File: config.mk
export PLATFORM = sky130hd
export DESIGN_NAME = imem_loader
export DESIGN_NICKNAME = d
export VERILOG_FILES = /design/src/rtl/imem_loader.sv
export SDC_FILE = /design/constraint.sdc
export NUM_CORES = 1
export LEC_CHECK = 0
export ABC_CLOCK_PERIOD_IN_PS = 4700
export CORE_MARGIN = 3
export CORE_UTILIZATION = 30
export CTS_BUF_LIST = sky130_fd_sc_hd__clkbuf_2 sky130_fd_sc_hd__clkbuf_4 sky130_fd_sc_hd__clkbuf_8
export CTS_CLUSTER_DIAMETER = 150
export DETAILED_ROUTE_END_ITERATION = 7
export GPL_TIMING_DRIVEN = 0
export SLEW_MARGIN = 15
export SYNTH_ARGS = -nofsm -noshare
export SYNTH_HDL_FRONTEND = slang
export SYNTH_SLANG_ARGS = --single-unit
File: constraint.sdc
create_clock -name i_clk -period 4.7 [get_ports i_clk]
set_input_delay 0.705 -clock i_clk [delete_from_list [all_inputs] [get_ports i_clk]]
set_output_delay 0.705 -clock i_clk [all_outputs]
set_load 0.01 [all_outputs]
File: src/rtl/imem_loader.sv
// Instruction memory loader: parses a byte stream (16-bit word count, then
// big-endian 32-bit words) and writes each word to consecutive word addresses.
module imem_loader #(
  parameter int          DATA_WIDTH = 32,
  parameter int          ADDR_WIDTH = 32,
  parameter int          DEPTH      = 4096,
  parameter int unsigned BASE_ADDR  = 0
) (
  input  logic                  i_clk,
  input  logic                  i_rst,
  input  logic                  i_start,
  input  logic                  i_valid,
  input  logic [7:0]            i_byte,
  output logic                  o_ready,
  output logic                  o_we,
  output logic [ADDR_WIDTH-1:0] o_waddr,
  output logic [DATA_WIDTH-1:0] o_wdata,
  output logic                  o_busy,
  output logic                  o_cpu_hold,
  output logic                  o_done,
  output logic                  o_error
);

  localparam int IDX_W = $clog2(DEPTH + 1);

  typedef enum logic [2:0] {
    IDLE   = 3'd0,
    HDR_HI = 3'd1,
    HDR_LO = 3'd2,
    DATA   = 3'd3,
    WFIN   = 3'd4,
    DONE   = 3'd5
  } state_t;

  state_t                state_q, state_d;
  logic [15:0]           count_q, count_d;
  logic [IDX_W-1:0]      index_q, index_d;
  logic [1:0]            byte_cnt_q, byte_cnt_d;
  logic [23:0]           shift_q, shift_d;
  logic                  we_q, we_d;
  logic [ADDR_WIDTH-1:0] waddr_q, waddr_d;
  logic [DATA_WIDTH-1:0] wdata_q, wdata_d;
  logic                  error_q, error_d;

  logic        ready;
  logic        xfer;
  logic [15:0] hdr_count;
  logic        last_word;

  always_comb begin
    ready     = (state_q == HDR_HI) || (state_q == HDR_LO) || (state_q == DATA);
    xfer      = i_valid && ready;
    hdr_count = {count_q[15:8], i_byte};
    last_word = (32'(index_q) + 32'd1) == 32'(count_q);
  end

  always_comb begin
    state_d    = state_q;
    count_d    = count_q;
    index_d    = index_q;
    byte_cnt_d = byte_cnt_q;
    shift_d    = shift_q;
    we_d       = 1'b0;
    waddr_d    = waddr_q;
    wdata_d    = wdata_q;
    error_d    = error_q;

    case (state_q)
      IDLE: begin
        if (i_start) begin
          state_d    = HDR_HI;
          error_d    = 1'b0;
          index_d    = '0;
          byte_cnt_d = '0;
        end
      end
      HDR_HI: begin
        if (xfer) begin
          count_d[15:8] = i_byte;
          state_d       = HDR_LO;
        end
      end
      HDR_LO: begin
        if (xfer) begin
          count_d[7:0] = i_byte;
          if (hdr_count == 16'd0) begin
            state_d = DONE;
          end else if (32'(hdr_count) > 32'(DEPTH)) begin
            state_d = IDLE;
            error_d = 1'b1;
          end else begin
            state_d = DATA;
          end
        end
      end
      DATA: begin
        if (xfer) begin
          byte_cnt_d = byte_cnt_q + 2'd1;
          if (byte_cnt_q == 2'd3) begin
            // Fourth byte completes the word; the write fires next cycle.
            we_d    = 1'b1;
            wdata_d = DATA_WIDTH'({shift_q, i_byte});
            waddr_d = ADDR_WIDTH'(BASE_ADDR) + (ADDR_WIDTH'(index_q) << 2);
            index_d = index_q + IDX_W'(1);
            if (last_word) begin
              state_d = WFIN;
            end
          end else begin
            shift_d = {shift_q[15:0], i_byte};
          end
        end
      end
      WFIN:    state_d = DONE;
      DONE:    state_d = IDLE;
      default: state_d = IDLE;
    endcase
  end

  always_ff @(posedge i_clk) begin
    if (i_rst) begin
      state_q    <= IDLE;
      count_q    <= '0;
      index_q    <= '0;
      byte_cnt_q <= '0;
      shift_q    <= '0;
      we_q       <= 1'b0;
      waddr_q    <= '0;
      wdata_q    <= '0;
      error_q    <= 1'b0;
    end else begin
      state_q    <= state_d;
      count_q    <= count_d;
      index_q    <= index_d;
      byte_cnt_q <= byte_cnt_d;
      shift_q    <= shift_d;
      we_q       <= we_d;
      waddr_q    <= waddr_d;
      wdata_q    <= wdata_d;
      error_q    <= error_d;
    end
  end

  assign o_ready    = ready;
  assign o_we       = we_q;
  assign o_waddr    = waddr_q;
  assign o_wdata    = wdata_q;
  assign o_busy     = (state_q != IDLE);
  assign o_cpu_hold = (state_q != IDLE);
  assign o_done     = (state_q == DONE);
  assign o_error    = error_q;

endmodule

==> impl_metrics.csv <==
group,metric,value,unit
detailed_routing,postRouteAntennaNets,0,
global_routing,grt_pass1_vias,3947,
worst_setup_path,cp-startpoint,"state_q[2]",
sta,final-max-slew-violation-count,0,
global_routing,grt_max_degree,19,
sta,finClkSkew,0.0141,ns
worst_setup_path,crit_chain,"clkbuf_1 -> nor3_1 -> inv_1 -> buf_4 -> clkdlybuf4s50_1",
place,dp_hpwl,9.34,mm
worst_setup_path,endpoint_kind,"output pin",
global_routing,grt.total_usage,0.153,
synth,synth_cell_type_count,49,
worst_setup_path,critPathSlowestCell,"clkdlybuf4s50_1",
detailed_routing,first_pass_iters,4,
global_routing,antenna_found_initial,0,
worst_setup_path,cp.required,3.99,ns
synth,async_flop_share,0,
cts,cts_sinks,105,
sta,finalSetupViolCount,0,
worst_setup_path,start_kind,"register",
detailed_routing,drtIter0Drc,324,
floorplan,design.core.area,15300,sq um
cts,cts_tree,"built",
place,portBuffers,60,
sta,worst_pin_slew,0.865,ns
worst_setup_path,r2r_start,"state_q[1]",
cts,clk_latency,0.39,ns
detailed_routing,routedWlPerCell,13.8,um
power,leakage,1.99,nW
sta,fmax,0.370,GHz
place,place_inst,912,
floorplan,die_area,17200,sq um
synth,syn_area_per_cell,7.53,sq um
sta,finalHoldViolations,0,
detailed_routing,drt_wl_total,12.8,mm
worst_setup_path,arrival,2.00,ns
sta,fin_crit_sh,0.575,
cts,cts_buffer_depth,2,
power,ir_drop,127,uV
cells_and_area,diodes,0,
worst_setup_path,crit_path_max_fanout,10,
cells_and_area,layout.nets,726,
place,gp_congestion,0.816,
floorplan,io_pins,82,
floorplan,fp.dieH,131,um
cells_and_area,drive_above_1_share,0.0809,
worst_setup_path,path_class,"register to output pin",
cts,cts_setup_buffers,0,
synth,yosysWarnings,0,
synth,ys_seq_area_frac,0.448,
worst_setup_path,regToRegSetupSlack,2.26,ns
synth,synth_area,4690,sq um
synth,synth_xor_area_frac,0.0261,
detailed_routing,routed.top_layer,"met4",
sta,tns,0,ns
worst_setup_path,reg2reg_to,"o_wdata[11]",
cts,cts_buffers,9,
cts,cts-root-buf,"clkbuf_8",
sta,relSlewSlack,0.419,
worst_setup_path,crit_end,"o_cpu_hold",
power,p_per_area,335,nW/um^2
detailed_routing,drc,0,
cells_and_area,syn2layout_area_growth,23.9,%
synth,synth-edff-count,0,
detailed_routing,dr_wl_met2,5.92,mm
sta,fin_crit,2.70,ns
worst_setup_path,rr_worst_depth,7,
cts,htreeDepth,3,
cts,clkTransAtPathRegs,0.11,ns
worst_setup_path,critical_path.max_stage_delay,0.52,ns
synth,ys.flop_type,"dfxtp_1",
floorplan,die_w,131,um
cells_and_area,num-fill-cells,1687,
detailed_routing,vias_per_cell,4.66,
run,maxCapViolCount,0,
global_routing,overflow,0,
outcome,status,"complete, no violations",
detailed_routing,num_vias,4327,
worst_hold_path,hold_class,"register to register",
synth,synth_top_area_share,0.448,
synth,synthAdderAreaFrac,0.00533,
synth,synth_area_leaders,"dfxtp_1, nand2_1, a21oi_1, buf_4, clkbuf_1",
synth,synthSimpleGateAreaFrac,0.261,
cts,post_cts_resized,0,
synth,synth_mux_area_frac,0.00640,
sta,rsz0062_at_grt,"no",
synth,yosysTopAreaCell,"dfxtp_1",
floorplan,num_rows,45,
synth,synth_top_family_by_area,"simple AND/OR/NAND/NOR gates",
cells_and_area,instances_no_fill,928,
detailed_routing,wl_met1,6.14,mm
synth,synth-compound-area-share,0.175,
cts,holdBufCountCts,0,
global_routing,grt_pass1_wl,20.7,mm
floorplan,initial_core_util,0.308,
synth,synth-seq-cells,105,
detailed_routing,wl_met3,590,um
synth,synthCells,623,
-- through the flow --
step                      total power [mW]  worst slack, ns  area, sq um  hold slack, ns  utilization
after floorplan                       1.26             2.50         4760           0.432            -
after global placement                1.41             1.66         5620           0.444        0.369
after detailed placement              1.41             1.67         5620           0.446        0.369
after CTS                             1.97             1.94         5810           0.460        0.381
after global routing                  2.05             1.82         5810           0.479        0.381
final                                 1.95             2.00         5810           0.456        0.381
-- per-layer routing --
| metal | GRT usage | up-vias |
|---|---|---|
| li1 | - | 2217 |
| met1 | 0.210 | 2015 |
| met2 | 0.245 | 83 |
| met3 | 0.0401 | 12 |
| met4 | 0.0315 | 0 |
| met5 | 0 | - |
-- worst min path at each step --
| stage | slack (ns) | cells after the start | startpoint | to |
|---|---|---|---|---|
| 3_5_place_dp | 0.45 | 2 | o_waddr[4] | o_waddr[4] |
| 6_report | 0.46 | 2 | o_waddr[9] | o_waddr[9] |
| 4_1_cts | 0.46 | 2 | o_waddr[14] | o_waddr[14] |
| 5_1_grt | 0.48 | 2 | o_waddr[3] | o_waddr[3] |
| 3_3_place_gp | 0.44 | 2 | o_waddr[3] | o_waddr[3] |
| 2_1_floorplan | 0.43 | 2 | shift_q[16] | o_wdata[24] |
-- power by group --
group / internal (mW) / switching [mW]
registers: 0.922 / 0.0306
logic: 0.172 / 0.269
clock network: 0.216 / 0.337
total: 1.31 / 0.637
-- layout make-up --
cell class | instances | area (sq um) | share of cell area
buffer | 65 | 347 | 0.0596
clock buffer | 10 | 138 | 0.0237
clock inverter | 6 | 50.0 | 0.00861
inverter | 4 | 15.0 | 0.00258
multi-input combinational | 467 | 2300 | 0.395
sequential | 105 | 2100 | 0.362
tap | 211 | 264 | 0.0454
timing repair buffer | 60 | 601 | 0.103
-- synth_stat cells (6+ instances only) --
| master | n |
|---|---|
| dfxtp_1 | 105 |
| xnor2_1 | 11 |
| buf_4 | 22 |
| o21ai_0 | 18 |
| clkbuf_1 | 30 |
| a21oi_1 | 108 |
| nand3_1 | 16 |
| nand2_1 | 190 |
| nor2_1 | 30 |
| a211oi_1 | 6 |
| buf_2 | 8 |
-- sequential cells by signal, indices dropped and copies added, names as in the netlist --
register,cells
byte_cnt_q,2
count_q,16
index_q,13
o_error,1
o_waddr,13
o_wdata,32
o_we,1
shift_q,24
state_q,3
-- worst max-delay path, delay by kind of cell (launching register included) --
kind,cells,cell delay (ns)
AND/OR/NAND/NOR,1,0.13
buffers and inverters,4,1.07
flip-flops,1,0.40
-- logic make-up (layout without fill, tap and decap cells) --
logic type | Yosys count | count (layout)
buf+inv | 69 | 145
compound gates | 148 | 148
flops | 105 | 105
simple gates | 281 | 281
other cells | 1 | 19
fa+ha+maj | 2 | 2
mux | 3 | 3
xor+xnor | 14 | 14
-- placed cells by master (no fill, tap or decap), types with 5 or more instances in the layout --
cell	n
a21oi_1	108
nand3b_1	5
buf_2	8
conb_1	19
clkdlybuf4s50_1	60
o21ai_0	18
nand3_1	16
nand2b_1	5
nor2_1	30
nor3_1	5
clkbuf_8	10
xnor2_1	11
a211oi_1	6
nand2_1	190
dfxtp_1	105
clkbuf_1	30
buf_4	22
No activity file was read; power rests on OpenSTA's default activity.
